### config.mk
export PLATFORM = sky130hd
export DESIGN_NAME = cpu4_sequencer_flat
export DESIGN_NICKNAME = d
export VERILOG_FILES = /design/src/rtl/cpu4_sequencer_if.sv /design/src/rtl/cpu4_sequencer.sv /design/src/flat_wrapper.sv
export SDC_FILE = /design/constraint.sdc
export NUM_CORES = 1
export LEC_CHECK = 0
export CAP_MARGIN = 20
export CORE_ASPECT_RATIO = 1.5
export CORE_MARGIN = 1
export CORE_UTILIZATION = 40
export DETAILED_ROUTE_END_ITERATION = 8
export PLACE_DENSITY_LB_ADDON = 0.2
export SYNTH_ARGS = -nofsm -noshare
export SYNTH_HDL_FRONTEND = slang
export SYNTH_SLANG_ARGS = --single-unit
### constraint.sdc
create_clock -name clk -period 4.65 [get_ports clk]
set_input_delay 0.6975 -clock clk [delete_from_list [all_inputs] [get_ports clk]]
set_output_delay 0.6975 -clock clk [all_outputs]
set_load 0.02 [all_outputs]
### src/rtl/cpu4_sequencer_if.sv
// Sequencer bus: program load, run control, datapath issue handshake and status.
// The slave modport is the sequencer side; the master modport is the controller/datapath side.
interface cpu4_sequencer_if;
  logic       prog_we;
  logic [3:0] prog_addr;
  logic [7:0] prog_wdata;
  logic       start;
  logic       halt_req;
  logic       issue_valid;
  logic [3:0] issue_opcode;
  logic [3:0] issue_operand;
  logic       issue_ready;
  logic       acc_zero;
  logic [3:0] pc;
  logic       busy;
  logic       done;

  modport slave (
    input  prog_we, prog_addr, prog_wdata, start, halt_req, issue_ready, acc_zero,
    output issue_valid, issue_opcode, issue_operand, pc, busy, done
  );

  modport master (
    output prog_we, prog_addr, prog_wdata, start, halt_req, issue_ready, acc_zero,
    input  issue_valid, issue_opcode, issue_operand, pc, busy, done
  );
endinterface

### src/rtl/cpu4_sequencer.sv
// 4-bit CPU instruction sequencer: 16-word program store, fetch/issue FSM, HALT handling.
// Optional macro SEQ_BRANCH_EN makes JMP (0xB) and JZ (0xC) resolve inside the sequencer.
module cpu4_sequencer #(
  parameter int unsigned PROG_DEPTH = 16
) (
  input logic             clk,
  input logic             rst,
  cpu4_sequencer_if.slave bus_io
);
  localparam logic [1:0] StIdle  = 2'd0;
  localparam logic [1:0] StFetch = 2'd1;
  localparam logic [1:0] StIssue = 2'd2;
  localparam logic [1:0] StDone  = 2'd3;

  localparam logic [3:0] OpHalt = 4'hF;
`ifdef SEQ_BRANCH_EN
  localparam logic [3:0] OpJmp  = 4'hB;
  localparam logic [3:0] OpJz   = 4'hC;
`endif

  logic [1:0] state_q, state_d;
  logic [3:0] pc_q, pc_d;
  logic [7:0] instr_q, instr_d;
  logic [7:0] mem_q [PROG_DEPTH];

  logic [3:0] op;
  logic [3:0] pc_inc;
  logic       is_halt;
  logic       is_branch;
  logic [3:0] branch_pc;
  logic       valid;

  assign op      = instr_q[7:4];
  assign pc_inc  = pc_q + 4'd1;
  assign is_halt = (op == OpHalt);

`ifdef SEQ_BRANCH_EN
  assign is_branch = (op == OpJmp) || (op == OpJz);
  assign branch_pc = ((op == OpJz) && !bus_io.acc_zero) ? pc_inc : instr_q[3:0];
`else
  assign is_branch = 1'b0;
  assign branch_pc = pc_inc;
`endif

  // HALT and branches are consumed here and never reach the datapath.
  assign valid = (state_q == StIssue) && !is_halt && !is_branch;

  always_comb begin
    state_d = state_q;
    pc_d    = pc_q;
    instr_d = instr_q;
    case (state_q)
      StIdle: begin
        if (bus_io.start) begin
          state_d = StFetch;
          pc_d    = 4'd0;
        end
      end
      StFetch: begin
        if (bus_io.halt_req) begin
          state_d = StDone;
        end else begin
          instr_d = mem_q[pc_q];
          state_d = StIssue;
        end
      end
      StIssue: begin
        if (is_halt) begin
          state_d = StDone;
        end else if (is_branch) begin
          pc_d    = branch_pc;
          state_d = bus_io.halt_req ? StDone : StFetch;
        end else if (bus_io.issue_ready) begin
          // halt_req only matters once the pending instruction has been accepted.
          pc_d    = pc_inc;
          state_d = bus_io.halt_req ? StDone : StFetch;
        end
      end
      StDone:  state_d = StIdle;
      default: state_d = StIdle;
    endcase
  end

  always_ff @(posedge clk or posedge rst) begin
    if (rst) begin
      state_q <= StIdle;
      pc_q    <= 4'd0;
      instr_q <= 8'h00;
    end else begin
      state_q <= state_d;
      pc_q    <= pc_d;
      instr_q <= instr_d;
    end
  end

  // Program store survives reset; loads are accepted only while idle.
  always_ff @(posedge clk) begin
    if (bus_io.prog_we && (state_q == StIdle)) begin
      mem_q[bus_io.prog_addr] <= bus_io.prog_wdata;
    end
  end

  assign bus_io.issue_valid   = valid;
  assign bus_io.issue_opcode  = instr_q[7:4];
  assign bus_io.issue_operand = instr_q[3:0];
  assign bus_io.pc            = pc_q;
  assign bus_io.busy          = (state_q != StIdle);
  assign bus_io.done          = (state_q == StDone);
endmodule

### src/flat_wrapper.sv
// flat-port wrapper written by rule: the top's interface ports become plain ports
module cpu4_sequencer_flat 
#(
  parameter int unsigned PROG_DEPTH = 16
)
  (clk, rst, bus_io_prog_we, bus_io_prog_addr, bus_io_prog_wdata, bus_io_start, bus_io_halt_req, bus_io_issue_ready, bus_io_acc_zero, bus_io_issue_valid, bus_io_issue_opcode, bus_io_issue_operand, bus_io_pc, bus_io_busy, bus_io_done);
  cpu4_sequencer_if bus_io_i ();
  input logic clk;
  input logic rst;
  input wire logic [$bits(bus_io_i.prog_we)-1:0] bus_io_prog_we;
  input wire logic [$bits(bus_io_i.prog_addr)-1:0] bus_io_prog_addr;
  input wire logic [$bits(bus_io_i.prog_wdata)-1:0] bus_io_prog_wdata;
  input wire logic [$bits(bus_io_i.start)-1:0] bus_io_start;
  input wire logic [$bits(bus_io_i.halt_req)-1:0] bus_io_halt_req;
  input wire logic [$bits(bus_io_i.issue_ready)-1:0] bus_io_issue_ready;
  input wire logic [$bits(bus_io_i.acc_zero)-1:0] bus_io_acc_zero;
  output wire logic [$bits(bus_io_i.issue_valid)-1:0] bus_io_issue_valid;
  output wire logic [$bits(bus_io_i.issue_opcode)-1:0] bus_io_issue_opcode;
  output wire logic [$bits(bus_io_i.issue_operand)-1:0] bus_io_issue_operand;
  output wire logic [$bits(bus_io_i.pc)-1:0] bus_io_pc;
  output wire logic [$bits(bus_io_i.busy)-1:0] bus_io_busy;
  output wire logic [$bits(bus_io_i.done)-1:0] bus_io_done;
  assign bus_io_i.prog_we = bus_io_prog_we;
  assign bus_io_i.prog_addr = bus_io_prog_addr;
  assign bus_io_i.prog_wdata = bus_io_prog_wdata;
  assign bus_io_i.start = bus_io_start;
  assign bus_io_i.halt_req = bus_io_halt_req;
  assign bus_io_i.issue_ready = bus_io_issue_ready;
  assign bus_io_i.acc_zero = bus_io_acc_zero;
  assign bus_io_issue_valid = bus_io_i.issue_valid;
  assign bus_io_issue_opcode = bus_io_i.issue_opcode;
  assign bus_io_issue_operand = bus_io_i.issue_operand;
  assign bus_io_pc = bus_io_i.pc;
  assign bus_io_busy = bus_io_i.busy;
  assign bus_io_done = bus_io_i.done;
  cpu4_sequencer #(.PROG_DEPTH(PROG_DEPTH)) u_core (.clk(clk), .rst(rst), .bus_io(bus_io_i));
endmodule
======== Yosys cells after proc, flatten, opt, wreduce, memory -nomap -nowiden ========
Memory sizes are Yosys's and may differ from the RTL's. A register that Yosys moved wholly into a read port is not among the register bits.
Cells that the tools add are included.
operators by class
  add/subtract/negate cells ............... 1
  eq/ne operators ......................... 8
  muxes and demuxes ....................... 12
  bitwise gates (word level) .............. 1
  reduce and logical (&&, ||, !) cells .... 9
operators with widths
  operator                                                                number
  4-bit 2-to-1 mux                                                        3
  2-bit 2-to-1 mux                                                        4
  2-bit case mux with 4 select lines                                      1
  4-bit case mux with 2 select lines                                      1
  2-bit != test (second input constant)                                   3
  4-bit by 1-bit adder with 4-bit output (second input constant)          1
  2-bit equality test (second input constant)                             2
  4-bit equality test (second input constant)                             1
  2-bit AND reduction                                                     2
  4-bit AND reduction                                                     1
  2-bit nonzero test                                                      2
  1-bit 2-to-1 mux                                                        3
  3-bit by 2-bit != test with 1-bit output (second input constant)        1
  2-bit by 1-bit equality test with 1-bit output (second input constant)  1
  1-bit logical AND                                                       2
  2-bit logical NOT                                                       1
  1-bit logical NOT                                                       1
  1-bit NOT                                                               1
storage, ports and cells
  bits in registers ....................... 6
  RAM bits ................................ 128
  logic and storage cells ................. 34
  memories kept ........................... 1
memories
  memory        words  width  read ports  clocked after Yosys merged registers in  wr ports  line                  RTL
  u_core.mem_q  16     8      1           1                                        1         cpu4_sequencer.sv:24  logic [7:0] mem_q [PROG_DEPTH];

======== Depth between registers and ports, before layout ========
Gate-level depths: netlist (run 1).
  word-level depth ........................ 4
  depth in mapped cells ................... 6
  depth with buffers taken out ............ 4

======== Worst setup path after synthesis (run 1) ========
No wires, ideal clock.
  kind .................................... in2reg
  start ................................... input port bus_io_prog_addr[1]
  end ..................................... memory u_core.mem_q[0][0], enable pin
  setup time .............................. 0.383 ns
  arrival time ............................ 1.728 ns
  slack ................................... 2.539 ns
  cell stages on the path ................. 2
  cells stage by stage .................... or3_1 nor3_1
RTL lines
  element             line                  RTL
  start: declaration  flat_wrapper.sv:11    input wire logic [$bits(bus_io_i.prog_addr)-1:0] bus_io_prog_addr;
  end: declaration    cpu4_sequencer.sv:24
Straight into the memory's write port.

======== Worst setup path after layout (run 1) ========
  start ................................... register u_core.pc_q[0] (netlist: u_core.bus_io.pc[0])
  end ..................................... output port bus_io_pc[0]
RTL lines
  element                   line                  RTL
  start: declaration        cpu4_sequencer.sv:22  logic [3:0] pc_q, pc_d;
  start signal: assignment  cpu4_sequencer.sv:91  pc_q <= pc_d;
  end: declaration          flat_wrapper.sv:20    output wire logic [$bits(bus_io_i.pc)-1:0] bus_io_pc;
No word-level cell between the ends.

==> results of run 1 <==
[worst reg2reg max path: cells and delay by family (launching register included)]
| kind | cells | cell delay [ns] |
|---|---|---|
| AND/OR/NAND/NOR | 4 | 1.65 |
| flip-flops | 1 | 0.52 |
[per-layer routing]
layer | wire, µm | vias up | part of all wire (%)
met3 | 274 | 8 | 2.5
met4 | 124 | 0 | 1.1
met2 | 6080 | 43 | 56
li1 | - | 1259 | -
met5 | 0 | - | 0
met1 | 4420 | 1435 | 41
[final cells by class]
type / instances / area (µm²) / area share (%)
inverter: 4 / 15.0 / 0.224
tap: 162 / 203 / 3.03
sequential: 142 / 4200 / 62.7
clock inverter: 15 / 149 / 2.23
clock buffer: 17 / 425 / 6.36
multi-input combinational: 125 / 1330 / 19.9
timing repair buffer: 39 / 373 / 5.57
[where the power goes]
part	internal, µW	leakage (µW)	switching [µW]
clock network	754	0.000284	550
logic	439	0.000529	414
registers	1460	0.00133	109
total	2660	0.00214	1070
[final timing paths]
kind                                                 start                              end  slack, ns  cells after the start
max                        u_core.bus_io.pc[0]$_DFFE_PP0P_                     bus_io_pc[0]       1.82                      1
min                          u_core.instr_q[0]$_DFFE_PP0P_    u_core.instr_q[0]$_DFFE_PP0P_       0.50                      2
max reg2reg                  u_core.state_q[0]$_DFFE_PP0P_     u_core.mem_q[4][6]$_DFFE_PP_       2.11                      4
min reg2reg                  u_core.instr_q[0]$_DFFE_PP0P_    u_core.instr_q[0]$_DFFE_PP0P_       0.50                      2
max in group asynchronous                              rst  u_core.bus_io.pc[0]$_DFFE_PP0P_       3.61                      2
min in group asynchronous                              rst  u_core.bus_io.pc[1]$_DFFE_PP0P_       0.63                      2
[sequential cells by signal, summed over array words and instances, names as in the netlist]
register          cells
u_core.mem_q        128
u_core.bus_io.pc      4
u_core.instr_q        8
u_core.state_q        2
[per-stage QoR]
step	cell area (µm²)	worst slack (ns)	hold WS, ns
floorplan	5620	2.54	0.515
global placement	6110	1.84	0.494
detailed placement	6110	1.81	0.492
CTS	6690	1.71	0.505
global route	6690	1.65	0.549
finish	6690	1.82	0.500
[cells in the final DEF, fill, tap and decap left out, types with 3 or more instances in the layout]
cell type,instances
clkbuf_16,17
mux4_2,29
clkdlybuf4s50_1,32
nand2b_1,7
nand2_1,3
inv_6,7
nor2_1,17
inv_1,4
o21ai_0,6
buf_4,7
nor3_1,5
o21ai_1,6
a2bb2oi_1,7
mux2i_1,16
edfxtp_1,128
dfrtp_1,13
[cell families (layout without fill, tap and decap cells)]
group                    count (synthesis)  count (layout)  synth area share, %
flip-flops                             142             142                 74.6
AND/OR/NAND/NOR                         49              49                 4.63
multiplexers                            48              48                 15.6
AO/OA/AOI/OAI                           27              27                 3.18
buffers and inverters                   16              75                 1.78
adder cells (fa/ha/maj)                  1               1                0.222
==> impl_metrics.ini, run 1 <==
[power]
power_density_mw_per_mm2 = 558
vdd_drop_max_mv = 0.277
cellLeakagePower_uw = 0.00214
total_power_uw = 3730

[global_route]
met1_usage_pct = 19.4
grt-busiest-layer = met2
use_met2_pct = 29.5
antenna_found_initial = 0
grt_pass1_vias = 2921
grt_max_degree = 38
gr-usage-met3_pct = 3.28
grt_util_all_layers_pct = 16.6
overflow = 0
grt_pass1_wl_mm = 16.9

[critical_path]
cp_top_family = flip-flops
cp.arrival_ns = 2.13
cpPeakStageDelay_ns = 0.97
cp_data_required_time_ns = 3.95
start_kind = register
slowest_stage = dfrtp_2
worstPathCellList = clkdlybuf4s50_1
critical_path_buf_inv_count = 1
critical_path.max_fanout = 26
worstSetupPathType = reg -> out
cp-end-kind = output pin

[cts]
holdBufCountCts = 0
clkLatencyLatePin_ns = 0.41
root_buffer = clkbuf_16
post_cts_buffers = 0
ctsLongestPathBuffers = 2
cts.htree.levels = 4
cts_made_buffers = 17
cts_tree = built
post_cts_resize_count = 0
clock_sinks = 142
clkTransAtPathRegs_ns = 0.06

[finish]
layout-drive-gt1-share_pct = 20.8
area_growth_pct = 19.0
fin_util_pct = 49.2
fillCellCount = 1108
nNetsFinal = 349
num_antenna_cells = 0
final_cells = 504

[die]
io_pins = 34
start_util_pct = 41.4
dieArea_mm2 = 0.0145
die_x_um = 98.8
rows = 52
core_mm2 = 0.0136
die_h_um = 147

[sta]
final.min_clock_period_ns = 2.83
slew_headroom_pct = 31.8
min_period_over_period_pct = 60.8
grt_setup_unrepaired = no
fmax_mhz = 354
fin_setup_tns_ns = 0
setup_viol = 0
maxSlewViolCount = 0
worst_pin_slew_ns = 1.02
hold_violations = 0
finalClockSkew_ns = 0.0129

[worst_hold_path]
hp-class = reg -> reg

[placement]
dp_cells = 472
port_buffers = 32
hpwl_mm = 6.98
gp_congestion = 0.771

[route]
drtPass1Iterations = 4
drc_errors = 0
vias = 2745
initialDrtViolationCount = 144
wl_mm = 10.9
vias_per_cell = 5.45
avgRoutedWirePerCell_um = 21.6
drtAntennaViolNets = 0

[job]
maxCapViolations = 0

[outcome]
outcome = completed

[logic_synthesis]
synth_seq_cells = 142
yosysUniqueCellTypes = 39
synth_fp_nets = 303
synth_common_cells = edfxtp_1 (128), mux4_2 (29), nor2_1 (17)
synth_area_leaders = edfxtp_1 (68%), mux4_2 (12%), dfrtp_1 (6.2%)
syn_area_mm2 = 0.00562
synth_edf_count = 128
async_flop_share_pct = 9.86
synth_area_leader_cell = edfxtp_1
synth-main-ff-cell = edfxtp_1
ys_seq_area_share_pct = 74.6
avgSynthCellArea_um2 = 19.9
postSynthCellCount = 283
yosysMostFrequentCell = edfxtp_1
synth_top_area_share_pct = 68.4
ys_warn_count = 0
(Power assumes the default switching activity.)
==> inputs of run 2 (changes only) <==
==> constraint.sdc (replaced) <==
create_clock -name clk -period 2.7 [get_ports clk]
set_input_delay 0.405 -clock clk [delete_from_list [all_inputs] [get_ports clk]]
set_output_delay 0.405 -clock clk [all_outputs]
set_load 0.02 [all_outputs]
==> run 2 against run 1 <==
Register-to-register slack lost 1.5 ns. Global-route usage rose by 0.55 points. Die area unchanged. Combinational power rose by 85%. Via count is 4.0% higher. Total power is 73% higher. Core utilization increased by 0.86 points. First-iteration DRC count decreased by 12%. Non-clock buffer count up 14. Design area increased by 1.7%. Hold slack got worse by 0.16 ns. Clock-buffer cell count rose by 2. Critical endpoint unchanged. Largest power group unchanged.
==> impl_metrics.ini, run 2 (same netlist as run 1, synthesis figures left out) <==
[cts]
cts_made_buffers = 17
root_buffer = clkbuf_16
cts_tree = built
clkTransAtPathRegs_ns = 0.06
clkLatencyLatePin_ns = 0.41
cts.htree.levels = 4
clock_sinks = 142
post_cts_resize_count = 0
holdBufCountCts = 0
ctsLongestPathBuffers = 2
post_cts_buffers = 0

[route]
drc_errors = 0
drtPass1Iterations = 6
wl_mm = 11.1
avgRoutedWirePerCell_um = 21.3
vias = 2855
drtAntennaViolNets = 0
vias_per_cell = 5.51
initialDrtViolationCount = 127

[finish]
nNetsFinal = 363
final_cells = 518
largest_register_ffs = 128
final_common_cell = edfxtp_1
area_growth_pct = 21.0
num_antenna_cells = 0
layout_common_cells = edfxtp_1 (128), clkdlybuf4s50_1 (32), mux4_2 (29)
top_register = u_core.mem_q
layout-drive-gt1-share_pct = 23.3

[sta]
min_period_over_period_pct = 87.8
setup_slack_ns = 0.330
slew_headroom_pct = 61.9
finalClockSkew_ns = 0.00853
hold_violations = 0
setup_viol = 0
grt_setup_unrepaired = no
fmax_mhz = 422
maxSlewViolCount = 0
fin_setup_tns_ns = 0
final.min_clock_period_ns = 2.37
worst_pin_slew_ns = 0.569

[outcome]
outcome = completed

[critical_path]
cpPeakStageDelay_ns = 0.66
critical_path.max_fanout = 17
worstPathCellList = buf_4 > clkdlybuf4s50_1
slowest_stage = clkdlybuf4s50_1
cp.arrival_ns = 1.96
start_kind = register
cp_data_required_time_ns = 2.30
cp-end-kind = output pin
worstSetupPathType = reg -> out

[power]
power_switching_uw = 1770
p_sw_share_pct = 27.5
total_power_uw = 6450
cellLeakagePower_uw = 0.00221
power_density_mw_per_mm2 = 948
intPower_uw = 4680
power_frac_clock_pct = 34.6
vdd_drop_max_mv = 0.373
p_seq_share_pct = 41.0
pwr-share-comb_pct = 24.4

[global_route]
overflow = 0
grt_max_degree = 38
grt_util_all_layers_pct = 17.1
grt_pass1_vias = 3025
grt_pass1_wl_mm = 17.7
antenna_found_initial = 0

[placement]
gp_congestion = 0.792
hpwl_mm = 7.18
port_buffers = 32
post-place-ws_ns = 0.559
dp_cells = 486

[die]
io_pins = 34
rows = 52
dieArea_mm2 = 0.0145
core_mm2 = 0.0136
die_x_um = 98.8
die_h_um = 147
start_util_pct = 41.4

[job]
maxCapViolations = 0

[worst_hold_path]
hp-class = in -> async
[run 2: cell types whose count changed in the layout (fill, tap and decap cells not counted)]
cell | before | now
buf_4 | 7 | 20
inv_6 | 7 | 2
clkinvlp_4 | 1 | 4
clkbuf_1 | 0 | 2
inv_8 | 2 | 0
buf_12 | 0 | 1
bufinv_16 | 1 | 2
clkinv_2 | 2 | 3
[run 2: layer usage]
layer	track usage [%]	part of all wire (%)
met1	20.2	39
met2	29.9	56
met3	4.14	3.3
met4	6.72	1.4
met5	0	0
[run 2: worst max-delay path: cells and delay by family (launching register included)]
| family | cells | cell delay [ns] |
|---|---|---|
| DFF | 1 | 0.55 |
| buffers and inverters | 2 | 1.01 |
[run 2: path summary, 6_finish.rpt]
kind	endpoint	slack, ns	cells after the start	startpoint
worst max-delay path	bus_io_pc[0]	0.33	2	u_core.bus_io.pc[0]$_DFFE_PP0P_
worst min register to register	u_core.instr_q[2]$_DFFE_PP0P_	0.51	2	u_core.instr_q[2]$_DFFE_PP0P_
max in group asynchronous	u_core.bus_io.pc[0]$_DFFE_PP0P_	1.95	2	rst
worst min-delay path	u_core.instr_q[2]$_DFFE_PP0P_	0.34	2	rst
worst max register to register	u_core.instr_q[6]$_DFFE_PP0P_	0.58	5	u_core.bus_io.pc[0]$_DFFE_PP0P_
min in group clk	u_core.instr_q[2]$_DFFE_PP0P_	0.51	2	u_core.instr_q[2]$_DFFE_PP0P_
[run 2: power groups by stage]
stage / Combinational [µW] / Clock (µW) / Sequential (µW)
6_report: 1580 / 2230 / 2650
5_1_grt: 1720 / 2350 / 2670
2_1_floorplan: 1040 / 0 / 2730
3_5_place_dp: 1610 / 0 / 2690
3_3_place_gp: 1590 / 0 / 2690
4_1_cts: 1610 / 2260 / 2650
[run 2: layout make-up]
| cell class | instances | area, µm² |
|---|---|---|
| inverters | 4 | 15.0 |
| multi-input cells | 125 | 1330 |
| fillers | 1100 | 6790 |
| flip-flops and latches | 142 | 4200 |
| repair buffers | 53 | 490 |
| clock buffers | 19 | 433 |
| well taps | 162 | 203 |
| clock inverters | 13 | 140 |
[run 2: metrics by stage]
| step | hold WS, ns | area [µm²] | utilization [%] |
|---|---|---|---|
| 5_1_grt | 0.407 | 6810 | 50.0 |
| 6_report | 0.344 | 6810 | 50.0 |
| 3_5_place_dp | 0.500 | 6230 | 45.8 |
| 2_1_floorplan | 0.294 | 5620 | - |
| 4_1_cts | 0.368 | 6810 | 50.0 |
| 3_3_place_gp | 0.493 | 6230 | 45.8 |
==> inputs of run 3 (changes only) <==
--- a/config.mk
+++ b/config.mk
@@ -7,10 +7,11 @@
 export LEC_CHECK = 0
 export CAP_MARGIN = 20
 export CORE_ASPECT_RATIO = 1.5
-export CORE_MARGIN = 1
+export CORE_MARGIN = 2
 export CORE_UTILIZATION = 40
 export DETAILED_ROUTE_END_ITERATION = 8
 export PLACE_DENSITY_LB_ADDON = 0.2
+export SETUP_SLACK_MARGIN = 0.15
 export SYNTH_ARGS = -nofsm -noshare
 export SYNTH_HDL_FRONTEND = slang
 export SYNTH_SLANG_ARGS = --single-unit
==> run 3 against run 2 <==
Maximum frequency is 0.56% higher. Critical path type unchanged. Design area is 1.2% higher. Critical path depth is 1 higher. Sequential share of layout area is 0.72 points lower.
==> impl_metrics.ini, run 3 (same netlist as run 1, synthesis figures left out) <==
[critical_path]
cp_data_required_time_ns = 2.30
start_kind = register
critical_path.max_fanout = 14
cp.arrival_ns = 1.95
crit_path_start = u_core.state_q[0]$_DFFE_PP0P_
worstSetupPathType = reg -> out
cp-end-kind = output pin
r2r-start = u_core.state_q[0]$_DFFE_PP0P_

[finish]
num_antenna_cells = 0
nNetsFinal = 366
fin_area_mm2 = 0.00689
largest_register_ffs = 128
layout-drive-gt1-share_pct = 24.0
top_register = u_core.mem_q
area_growth_pct = 22.5
fillCellCount = 1124
layout_common_cells = edfxtp_1 (128), clkdlybuf4s50_1 (32), mux4_2 (29)
final_common_cell = edfxtp_1

[global_route]
grt_pass1_vias = 2952
antenna_found_initial = 0
grt_max_degree = 26
grt_util_all_layers_pct = 15.8
overflow = 0
grt_pass1_wl_mm = 16.9

[cts]
post_cts_resize_count = 0
ctsLongestPathBuffers = 2
clock_sinks = 142
holdBufCountCts = 0
cts.htree.levels = 4
root_buffer = clkbuf_16
cts_tree = built
clkLatencyLatePin_ns = 0.41
cts_made_buffers = 17
post_cts_buffers = 0
clkTransAtPathRegs_ns = 0.06

[route]
wl_mm = 11.1
drc_errors = 0
vias = 2843
drtPass1Iterations = 4
avgRoutedWirePerCell_um = 21.1
drtAntennaViolNets = 0
vias_per_cell = 5.43
initialDrtViolationCount = 116

[placement]
placed_cell_area_mm2 = 0.00627
port_buffers = 32
gp_congestion = 0.781
hpwl_mm = 7.40

[die]
start_util_pct = 40.6
dieArea_mm2 = 0.0150
core_mm2 = 0.0139
die_x_um = 101
rows = 53
die_h_um = 149
io_pins = 34

[power]
vdd_drop_max_mv = 0.373
cellLeakagePower_uw = 0.00225
power_density_mw_per_mm2 = 968

[sta]
fmax_mhz = 424
grt_setup_unrepaired = no
fin_setup_tns_ns = 0
hold_violations = 0
maxSlewViolCount = 0
final.min_clock_period_ns = 2.36
worst_pin_slew_ns = 0.564
setup_viol = 0
finalClockSkew_ns = 0.00750
hold_ws_ns = 0.353
min_period_over_period_pct = 87.3
slew_headroom_pct = 62.3

[job]
maxCapViolations = 0

[worst_hold_path]
hp-class = in -> async

[outcome]
outcome = completed
run 3: path summary, 6_finish.rpt:
path / slack (ns) / depth (start not counted) / end
worst min register to register: 0.51 / 2 / u_core.instr_q[0]$_DFFE_PP0P_
max in group asynchronous: 1.94 / 2 / u_core.bus_io.pc[0]$_DFFE_PP0P_
worst max-delay path: 0.34 / 3 / bus_io_busy
worst min-delay path: 0.35 / 2 / u_core.bus_io.pc[1]$_DFFE_PP0P_
worst max register to register: 0.62 / 5 / u_core.mem_q[0][6]$_DFFE_PP_
min in group clk: 0.51 / 2 / u_core.instr_q[0]$_DFFE_PP0P_
run 3: worst max-delay path, cell delays in order, from the launching register on:
cell and delay [ns]:
dfrtp_1 0.51, nor2_1 0.41, inv_1 0.08, clkdlybuf4s50_1 0.54
run 3: through the flow:
step	utilization (%)	cells	power (µW)	worst slack (ns)
after floorplan	-	283	3770	0.649
after global placement	45.2	492	4330	0.622
after detailed placement	45.2	492	4350	0.632
after CTS	49.7	524	6740	0.307
after global routing	49.7	524	6940	0.200
final	49.7	524	6660	0.343
run 3: final cells by class:
class / count / area (µm²) / share of cell area [%]
Clock buffer: 20 / 447 / 6.49
Clock inverter: 12 / 168 / 2.44
Multi-Input combinational cell: 125 / 1330 / 19.3
Inverter: 4 / 15.0 / 0.218
Tap cell: 165 / 206 / 3.00
Timing Repair Buffer: 56 / 526 / 7.63
Sequential cell: 142 / 4200 / 60.9
run 3: per-layer routing:
metal,vias to the layer above,part of all wire [%],track usage [%]
met5,-,0,0
met4,0,1.1,5.14
met3,11,2.5,3.66
met2,46,55,27.4
met1,1500,41,19.3
li1,1286,-,-
run 3: power breakdown:
part,internal [µW],switching [µW]
clock,1560,831
sequential,2520,178
combinational,831,740
total,4910,1750
